<file path="src/rtl/traffic_light_param.sv">
`default_nettype none
// ============================================================================
// Module : traffic_light_param
// Parameterised RED/PRE/GRN/YEL traffic light with pedestrian walk and a
// flashing-yellow standby mode.
// Rev    : 1.0
// ============================================================================
module traffic_light_param #(
    parameter int RED_CYC   = 10,
    parameter int PRE_CYC   = 2,
    parameter int GRN_CYC   = 8,
    parameter int YEL_CYC   = 5,
    parameter int MIN_GRN   = 3,
    parameter int FLASH_CYC = 4,
    parameter int CNT_W     = 8
) (
    input  logic       clk,
    input  logic       rst,
    input  logic       avl,
    input  logic       ped_req,
    output logic       red,
    output logic       green,
    output logic       blue,
    output logic [1:0] state
);

    typedef enum logic [1:0] {
        ST_RED = 2'd0,
        ST_PRE = 2'd1,
        ST_GRN = 2'd2,
        ST_YEL = 2'd3
    } state_t;

    localparam logic [CNT_W-1:0] c_red_last   = CNT_W'(RED_CYC - 1);
    localparam logic [CNT_W-1:0] c_pre_last   = CNT_W'(PRE_CYC - 1);
    localparam logic [CNT_W-1:0] c_grn_last   = CNT_W'(GRN_CYC - 1);
    localparam logic [CNT_W-1:0] c_yel_last   = CNT_W'(YEL_CYC - 1);
    localparam logic [CNT_W-1:0] c_min_last   = CNT_W'(MIN_GRN - 1);
    localparam logic [CNT_W-1:0] c_flash_last = CNT_W'(FLASH_CYC - 1);

    state_t           state_q, state_d;
    logic [CNT_W-1:0] cnt_q, cnt_d;
    logic             ped_pend_q, ped_pend_d;
    logic             flash_q, flash_d;
    logic             flash_mode_q, flash_mode_d;
    logic             red_q, red_d;
    logic             green_q, green_d;
    logic             blue_q, blue_d;
    logic             w_req;
    logic             w_enter;

    always_comb begin
        state_d      = state_q;
        cnt_d        = cnt_q;
        ped_pend_d   = ped_pend_q;
        flash_d      = flash_q;
        flash_mode_d = flash_mode_q;
        red_d        = red_q;
        green_d      = green_q;
        blue_d       = blue_q;
        w_req        = ped_pend_q | ped_req;
        w_enter      = 1'b0;

        if (!avl) begin
            // Standby: lamps blink yellow, flash half-period timed with cnt
            state_d      = ST_RED;
            ped_pend_d   = 1'b0;
            blue_d       = 1'b0;
            flash_mode_d = 1'b1;
            if (!flash_mode_q) begin
                flash_d = 1'b1;
                cnt_d   = '0;
            end else if (cnt_q == c_flash_last) begin
                flash_d = ~flash_q;
                cnt_d   = '0;
            end else begin
                cnt_d = cnt_q + 1'b1;
            end
            red_d   = flash_d;
            green_d = flash_d;
        end else if (flash_mode_q) begin
            // Leaving standby restarts a full RED phase
            state_d      = ST_RED;
            cnt_d        = '0;
            flash_mode_d = 1'b0;
            flash_d      = 1'b0;
            ped_pend_d   = ped_req;
            red_d        = 1'b1;
            green_d      = 1'b0;
            blue_d       = 1'b0;
        end else begin
            ped_pend_d = ped_pend_q | ped_req;
            case (state_q)
                ST_RED: if (cnt_q == c_red_last) begin
                    state_d = ST_PRE;
                    w_enter = 1'b1;
                end
                ST_PRE: if (cnt_q == c_pre_last) begin
                    state_d = ST_GRN;
                    w_enter = 1'b1;
                end
                ST_GRN: if ((cnt_q == c_grn_last) || (w_req && (cnt_q >= c_min_last))) begin
                    state_d = ST_YEL;
                    w_enter = 1'b1;
                end
                default: if (cnt_q == c_yel_last) begin
                    state_d = ST_RED;
                    w_enter = 1'b1;
                end
            endcase

            cnt_d = w_enter ? '0 : cnt_q + 1'b1;

            // The walk decision is latched once, on entry to RED
            if (w_enter && (state_d == ST_RED)) begin
                ped_pend_d = 1'b0;
                blue_d     = w_req;
            end else if (state_d != ST_RED) begin
                blue_d = 1'b0;
            end

            red_d   = (state_d != ST_GRN);
            green_d = (state_d != ST_RED);
        end
    end

    always_ff @(posedge clk) begin
        if (rst) begin
            state_q      <= ST_RED;
            cnt_q        <= '0;
            ped_pend_q   <= 1'b0;
            flash_q      <= 1'b0;
            flash_mode_q <= 1'b0;
            red_q        <= 1'b1;
            green_q      <= 1'b0;
            blue_q       <= 1'b0;
        end else begin
            state_q      <= state_d;
            cnt_q        <= cnt_d;
            ped_pend_q   <= ped_pend_d;
            flash_q      <= flash_d;
            flash_mode_q <= flash_mode_d;
            red_q        <= red_d;
            green_q      <= green_d;
            blue_q       <= blue_d;
        end
    end

    assign red   = red_q;
    assign green = green_q;
    assign blue  = blue_q;
    assign state = state_q;

endmodule
`default_nettype wire

</file>
<file path="config.mk">
export PLATFORM = sky130hd
export DESIGN_NAME = traffic_light_param
export DESIGN_NICKNAME = d
export VERILOG_FILES = /design/src/rtl/traffic_light_param.sv
export SDC_FILE = /design/constraint.sdc
export NUM_CORES = 1
export LEC_CHECK = 0
export ABC_AREA = 1
export CORE_MARGIN = 4
export CORE_UTILIZATION = 50
export DETAILED_ROUTE_END_ITERATION = 6
export PLACE_DENSITY = 0.74
export SKIP_LAST_GASP = 1
export SLEW_MARGIN = 15
export SYNTH_ARGS = -nofsm -noshare
export SYNTH_HDL_FRONTEND = slang
export SYNTH_SLANG_ARGS = --single-unit
</file>
<file path="constraint.sdc">
create_clock -name clk -period 1.79 [get_ports clk]
set_input_delay 0.358 -clock clk [delete_from_list [all_inputs] [get_ports clk]]
set_output_delay 0.358 -clock clk [all_outputs]
set_load 0.01 [all_outputs]
</file>
# Yosys cells after proc, flatten, opt, wreduce, memory -nomap -nowiden
# Cells that the tools add are included.
op_classes:
  n_eq_ne: 9
  reduce_logical: 9
  magnitude_cmp: 1
  n_addsub: 1
  n_mux: 32
  bitwise: 3
op_table:
  columns: ["op", "n"]
  rows:
  - ["$mux W8", 5]
  - ["$mux W1", 19]
  - ["$eq A8 B3 Y1 const B", 2]
  - ["$mux W2", 6]
  - ["$add A8 B1 Y8 const B", 1]
  - ["$eq A8 B1 Y1 const B", 1]
  - ["$eq A8 B2 Y1 const B", 1]
  - ["$eq A8 B4 Y1 const B", 1]
  - ["$ge A8 B2 Y1 const B", 1]
  - ["$pmux W2 S3", 1]
  - ["$logic_not A2 Y1", 2]
  - ["$reduce_bool A2 Y1", 2]
  - ["$pmux W1 S3", 1]
  - ["$reduce_or A3 Y1", 1]
  - ["$eq A2 B1 Y1 const B", 1]
  - ["$eq A2 B2 Y1 const B", 1]
  - ["$logic_and A1 B1 Y1", 2]
  - ["$ne A2 B1 Y1 const B", 1]
  - ["$ne A2 B2 Y1 const B", 1]
  - ["$not A1 Y1", 2]
  - ["$reduce_or A2 Y1", 1]
  - ["$logic_or A1 B1 Y1", 1]
  - ["$or A1 B1 Y1", 1]
totals:
  wordCells: 63
  ff_bits: 16

# Depth between registers and ports, before layout
# Gate-level depths: netlist (run 1).
depth:
  depth_word: 11
  mapped_depth: 12
  depth_no_buf: 12

# Least setup slack after synthesis (run 1)
# No wires, ideal clock.
synth_timing:
  path_type: "register to register"
  start: "register cnt_q[0]"
  end: "register green_q, in the netlist green"
  arrival_ps: 1287
  path_stages_with_launch: 13
  period_less_slack_ps: 1399
  setup_ps: 112
  path_slack_ps: 391
  cell_sequence: "dfxtp_1 inv_1 ha_1 nor2_1 nand2_1 o21ai_1 nand2_1 nand2_2 nand2_1 nand2_2 nand2_1 nand2_1 nand2_1"
synth_between:
  elab_chain_len: 10
  word_cells_on_any_way: 20
  cone_classes: "order compare: 1; eq/ne: 5; mux: 11; reduce/logical: 3"
synth_rtl:
  columns: ["element", "line_no", "text"]
  rows:
  - ["start: declaration", "42", "logic [CNT_W-1:0] cnt_q, cnt_d;"]
  - ["start signal: assignment", "139", "cnt_q <= cnt_d;"]
  - ["$ge A8 B2 Y1", "102", "ST_GRN: if ((cnt_q == c_grn_last) || (w_req && (cnt_q >= c_min_last))) begin"]
  - ["$logic_and A1 B1 Y1", "102", null]
  - ["$logic_or A1 B1 Y1", "102", null]
  - ["$mux W2", "102", null]
  - ["$pmux W2 S3", "93", "case (state_q)"]
  - ["$mux W2", "81", "end else if (flash_mode_q) begin"]
  - ["$mux W2", "64", "if (!avl) begin"]
  - ["$reduce_bool A2 Y1", "123", "green_d = (state_d != ST_RED);"]
  - ["$mux W1", "81", null]
  - ["$mux W1 (*)", "64", null]
  - ["end signal: assignment", "144", "green_q <= green_d;"]
  - ["end: declaration", "47", "logic green_q, green_d;"]
# Every way passes the cells marked *; elsewhere a longest branch is shown, timed or not. The select of a mux whose other input is x is not followed.
# A chain may end at the register's enable or synchronous reset.

# Worst setup path in the final report (run 1)
layout_timing:
  start: "register state_q[0], in the netlist state[0]"
  end: "output state[0]"
layout_lines:
  columns: ["element", "line_no", "text"]
  rows:
  - ["start: declaration", "41", "state_t state_q, state_d;"]
  - ["start signal: assignment", "138", "state_q <= state_d;"]
  - ["end: declaration", "24", "output logic [1:0] state"]
# No word-level cell between the ends.

==> results of run 1 <==
-- through the flow --
stage | util [%] | std cells
floorplan | - | 129
detailed placement | 60.1 | 164
finish | 62.3 | 168
global placement | 60.1 | 164
global route | 62.3 | 168
CTS | 62.3 | 168
-- worst paths after layout --
kind,cells past startpoint,start,to,slack [ns]
worst min-delay path,2,flash_q,flash_q,0.52
worst max register to register,12,cnt_q[0],green,0.25
worst max-delay path,1,state[0],state[0],0.21
worst min register to register,2,flash_q,flash_q,0.52
-- power groups by stage --
| stage | clock network (W) | registers (W) | logic (W) |
|---|---|---|---|
| final | 0.000234 | 0.000371 | 0.0000650 |
| after global routing | 0.000252 | 0.000372 | 0.0000738 |
| after floorplan | 0 | 0.000378 | 0.0000385 |
| after global placement | 0 | 0.000378 | 0.0000635 |
| after CTS | 0.000241 | 0.000370 | 0.0000649 |
| after detailed placement | 0 | 0.000379 | 0.0000645 |
-- metal layers --
layer	part of all wire, %	GRT usage, %	vias up	wire (um)
met4	1.5	8.52	0	27
met2	48	27.6	12	847
met5	0	0	-	0
met3	4.1	4.75	4	73
met1	47	19.7	372	835
li1	-	-	438	-
-- flip-flops by register name (all words and copies together), names as in the netlist --
register      flops
red               1
state             2
ped_pend_q        1
green             1
flash_q           1
cnt_q             8
blue              1
flash_mode_q      1
-- cell usage in the layout (no fill, tap or decap), drive strengths merged --
cell type / n
nor2: 20
o21bai: 1
nor3: 2
or2: 1
a21oi: 11
inv: 21
nand3: 12
clkdlybuf4s50: 8
dfxtp: 16
ha: 4
buf: 2
clkbuf: 4
o21ai: 4
xor2: 2
nand2: 31
nand4: 4
-- final cells by class --
type | count | share of cell area (%)
inverters | 21 | 7.40
multi-input cells | 92 | 47.1
flip-flops and latches | 16 | 30.2
well taps | 25 | 2.94
repair buffers | 10 | 8.93
clock buffers | 4 | 3.41
-- cell families (layout without fill, tap and decap cells) --
| kind of cell | after synthesis | count (layout) | synth area share (%) |
|---|---|---|---|
| AOI/OAI and AO/OA | 16 | 16 | 9.58 |
| xor gates and xnor gates | 2 | 2 | 1.94 |
| adders and majority gates | 4 | 4 | 5.56 |
| buffers and inverters | 21 | 35 | 8.75 |
| DFF | 16 | 16 | 35.6 |
| and+or+nand+nor | 70 | 70 | 38.6 |
-- worst reg2reg max path, delay by kind of cell (launching register included) --
kind	cells	cell delay, ns
compound gates	1	0.11
fa+ha+maj	1	0.21
buf+inv	1	0.09
simple gates	9	0.68
flops	1	0.36
-- repair_timing --
action	in CTS	in global routing
endpoints found under the setup margin	0	1
setup buffers	0	0
gates resized for setup	0	1
==> impl_results.md, run 1 <==
- Internal power: between 0.0005 and 0.0006 W
- Final Instance Area: around 1100 sq um
- CP startpoint kind: flip-flop
- Final-report setup violation count: 0
- Asr flop ratio synth: 0%
- CP cell instances: clkdlybuf4s50_1
- Syn Inst Count: about 130
- Largest area contributor in the netlist: dfxtp_1
- Worst EP arrival: approximately 1.2 ns
- Overall power: 0.000670 W
- Dpl ws: around 0.014 ns
- Vias per cell: approximately 5
- Hold Fails Final Rpt: 0
- Core Area: ~1700 sq um
- Most frequent cell after synthesis: nand2_1
- Std-Cell Rows: 15
- Total number of yosys warnings: 0
- Ys flop type: dfxtp_1
- Clock share of power: approximately a third
- CP endpoint kind: output port
- Distinct cell type count after synthesis: 21
- Count of state elements after synthesis: 16
- Setup TNS: 0 ns
- Die W: 50.4 um
- Status: finished clean
- Post-layout net count: around 150
- Final worst slack: 0.205 ns
- EDFF count, synth: 0
- Post-route ant nets: 0
- Placed cell area: approximately 1000 sq um
- Sink Count: 16
- WS Path Type: flip-flop to output port
- H-Tree Depth: 1
- Max-slew headroom: between 70% and 80%
- Clk buf depth: 2
- Grt total ovfl: 0
- Initial Utilization: 52.7%
- DP Wirelength: 1.43 mm
- P_sw: ~0.00015 W
- Drt total wl: around 1.8 mm
- CP Max Fanout: 4
- Worst Hold Slack: roughly 0.52 ns
- Synthesized net count: between 100 and 150
- Seq/Total Area, Yosys: around 36%
- Die Y: 50.4 um
- Via Count: between 800 and 900
- Final Max Slew Viols: 0
- Leakage: 0.478 nW
- Number of port buffers: 8
- Final period util: 88.5%
- CTS tree: done
- Share of cells above drive strength 1: 13.3%
- Final Critical Period: 1.58 ns
- First-pass GRT wire length: 3.28 mm
- Cell area after synthesis: around 900 sq um
- Post-CTS Hold Buffers: 0
- Number of diodes: 0
- DR WL/cell: between 10 and 15 um
- CP peak stage delay: approximately 0.56 ns
- Fin Clk Skew: around 0.004 ns
- Min-Delay Path Class: flip-flop to flip-flop
- Die ar.: roughly 2500 sq um
- Multi-input gate area in the final layout: 502 sq um
- Clock root buffer master: clkbuf_4
- Clock transition at path regs: roughly 0.090 ns
- Initial antenna violation count: 0
- Mean Syn Cell Area: about 7 sq um
- Crit path required time: roughly 1.4 ns
- Fillers: about 140
- Max Freq: 631 MHz
- RD Place Congestion: approximately 0.83
- Synth top cells by count: nand2_1 (29), inv_1 (20), dfxtp_1 (16), nor2_1 (16), nand3_1 (11)
- Num CTS Buffers: 3
- Switch share: around 23%
- Top-area cell type share of the netlist area: 35.6%
- DR DRC count: 0
- DRT Pass-1 Iters: 4
- Register area: 322 sq um
- Maxcap violations: 0
- Power Density: approximately 630 nW/um^2
- Synthesis-to-layout area growth: 18.2%
- Logic pwr share: about a tenth
- I/O pin cnt: 9
- Vias in the first global route: ~810
- Latest clock arrival within the worst-skew pair: 0.29 ns
- Largest net degree at the start of global routing: 10
- Family with the most delay on the worst path: buffers and inverters
- Max VDD drop: 0.000510 V
- Sequential power share: between 50% and 60%
- Top post-synthesis cells by area: dfxtp_1 (36%), nand2_1 (12%), inv_1 (8.3%)
- Slowest CP cell: clkdlybuf4s50_1
- CP Buf/Inv Count: 1
- Starting DRT DRC Count: 19
- GRT Util Overall: about 17%
- RSZ-0062 raised after global routing: false
- Worst-Margin Slew: between 0.3 and 0.4 ns
Note: power is estimated with default switching activity, not from simulation.
==> run 2: changes to the inputs <==
- CAP_MARGIN: unset -> 30
==> results of run 2 <==
Final layout, timing and power as in run 1 (identical DEF).
==> run 3: changes to the inputs <==
- clock period: 1.79 -> 1.98 ns (I/O delays scaled with it)
==> run 3 against run 2 <==
Register-to-register slack better by 0.14 ns. Clock power is 9.0% lower. Clock skew is 0.0023 ns lower. Non-clock buffer count is 1 lower. Total power is 9.8% lower. Sequential share of layout area is 0.13 points higher. Wire length is 5.5% lower. Largest power group unchanged. Critical path type unchanged. Global-route usage is 0.75 points lower. Hold slack worse by 0.0015 ns.
==> impl_results.md, run 3 (same netlist as run 1, synthesis figures left out) <==
- Maxcap violations: 0
- Sink Count: 16
- Crit path launch: state[0]
- Final Max Slew Viols: 0
- Latest clock arrival within the worst-skew pair: 0.29 ns
- Initial Utilization: 52.7%
- Number of diodes: 0
- Post-layout net count: 151
- Crit path required time: 1.58 ns
- Leakage: 0.473 nW
- H-Tree Depth: 1
- Std-Cell Rows: 15
- Most common cell after layout, fill and taps aside: nand2_1
- Min-Delay Path Class: flip-flop to flip-flop
- Post-route ant nets: 0
- Grt total ovfl: 0
- Starting DRT DRC Count: 14
- Worst-Margin Slew: between 0.3 and 0.4 ns
- Setup crit end: state[0]
- RD Place Congestion: just over 0.8
- I/O pin cnt: 9
- Post-CTS Hold Buffers: 0
- Num CTS Buffers: 3
- RSZ-0062 raised after global routing: false
- CP startpoint kind: flip-flop
- Register area: around 320 sq um
- DP Wirelength: 1.38 mm
- Max Freq: roughly 620 MHz
- R2R Setup Slk: between 0.3 and 0.4 ns
- Largest net degree at the start of global routing: 10
- DR WL/cell: 10.1 um
- CP Buf/Inv Count: 1
- M3 GR Usage: between 3 and 4%
- CP peak stage delay: about 0.55 ns
- Reg2reg end: green
- Commonest non-fill, non-tap cells in the layout: nand2_1 (29), inv_1 (20), nor2_1 (16), dfxtp_1 (16), nand3_1 (11)
- Fillers: around 140
- Synthesis-to-layout area growth: 17.2%
- Vias in the first global route: 783
- Final period util: 81.4%
- Max-slew headroom: between 70% and 80%
- Worst r2r src: cnt_q[0]
- GRT Util Overall: between 10% and 20%
- CTS tree: done
- Sequential power share: 55.4%
- Max reg flops: 8
- DR DRC count: 0
- Drt total wl: roughly 1.7 mm
- Logic pwr share: under 10%
- First-pass GRT wire length: between 3 and 4 mm
- Initial antenna violation count: 0
- Share of cells above drive strength 1: between 10% and 20%
- Core Area: between 1500 and 2000 sq um
- Power Density: approximately 570 nW/um^2
- Status: finished clean
- Clock share of power: approximately a third
- Number of port buffers: 8
- Met2 Use GR: 29.3%
- Slowest CP cell: clkdlybuf4s50_1
- Clock transition at path regs: ~0.09 ns
- Routing usage on met1: a little under a fifth
- Fin Clk Skew: around 0.0018 ns
- Post_cts resized: 0
- CP endpoint kind: output port
- Final Critical Period: between 1.5 and 2 ns
- Most used routing layer: met2
- CP Max Fanout: 4
- Multi-input gate area in the final layout: about 500 sq um
- Family with the most delay on the worst path: buffers and inverters
- Clock root buffer master: clkbuf_4
- P_sw: around 0.00014 W
- DRT Pass-1 Iters: 4
- Switch share: approximately 23%
- Hold Fails Final Rpt: 0
- Reg2reg path depth: 12
- Final-report setup violation count: 0
- Via Count: ~800
- Crit path depth: 1
- Biggest register: cnt_q
- WS Path Type: flip-flop to output port
- Internal power: around 0.00047 W
- Setup bufs post-CTS: 0
- Die W: roughly 50 um
- Die ar.: 2540 sq um
- Overall power: around 0.00060 W
- Setup TNS: 0 ns
- Die Y: between 50 and 60 um
- Max VDD drop: 0.000368 V
- CP cell instances: clkdlybuf4s50_1
- Worst EP arrival: about 1.2 ns
- Vias per cell: ~4.8
- Clk buf depth: 2
[run 3: area by class of cell]
cell class                 instances  share of cell area (%)
inverter                          21                    7.46
sequential                        16                    30.3
multi-input combinational         92                    47.5
clock buffer                       4                    3.44
tap                               25                    2.96
timing repair buffer               9                    8.29
[run 3: worst min path at each step]
stage,start,end,slack [ns],cells past startpoint
floorplan,flash_q,flash_q,0.46,2
finish,flash_q,flash_q,0.52,2
global placement,flash_q,flash_q,0.49,2
global route,flash_q,flash_q,0.55,2
detailed placement,flash_q,flash_q,0.50,2
CTS,flash_q,flash_q,0.51,2
[run 3: power by group through the flow]
stage | Sequential, W | Combinational (W) | Clock (W)
CTS | 0.000335 | 0.0000571 | 0.000218
finish | 0.000335 | 0.0000566 | 0.000213
global route | 0.000336 | 0.0000647 | 0.000227
floorplan | 0.000342 | 0.0000348 | 0
detailed placement | 0.000342 | 0.0000570 | 0
global placement | 0.000342 | 0.0000559 | 0
[run 3: layer usage]
metal	part of all wire, %	up-vias
met5	0	-
met4	1.0	0
met3	4.7	2
met2	50	12
met1	44	349
li1	-	435
[run 3: per-stage QoR]
step	setup WS, ns	utilization [%]	hold slack (ns)	instance area [sq um]	cells
after floorplan	0.581	-	0.463	901	129
after global placement	0.205	59.7	0.486	1020	163
after detailed placement	0.180	59.7	0.498	1020	163
after CTS	0.357	61.8	0.513	1060	167
after global routing	0.161	61.8	0.554	1060	167
final	0.368	61.8	0.520	1060	167
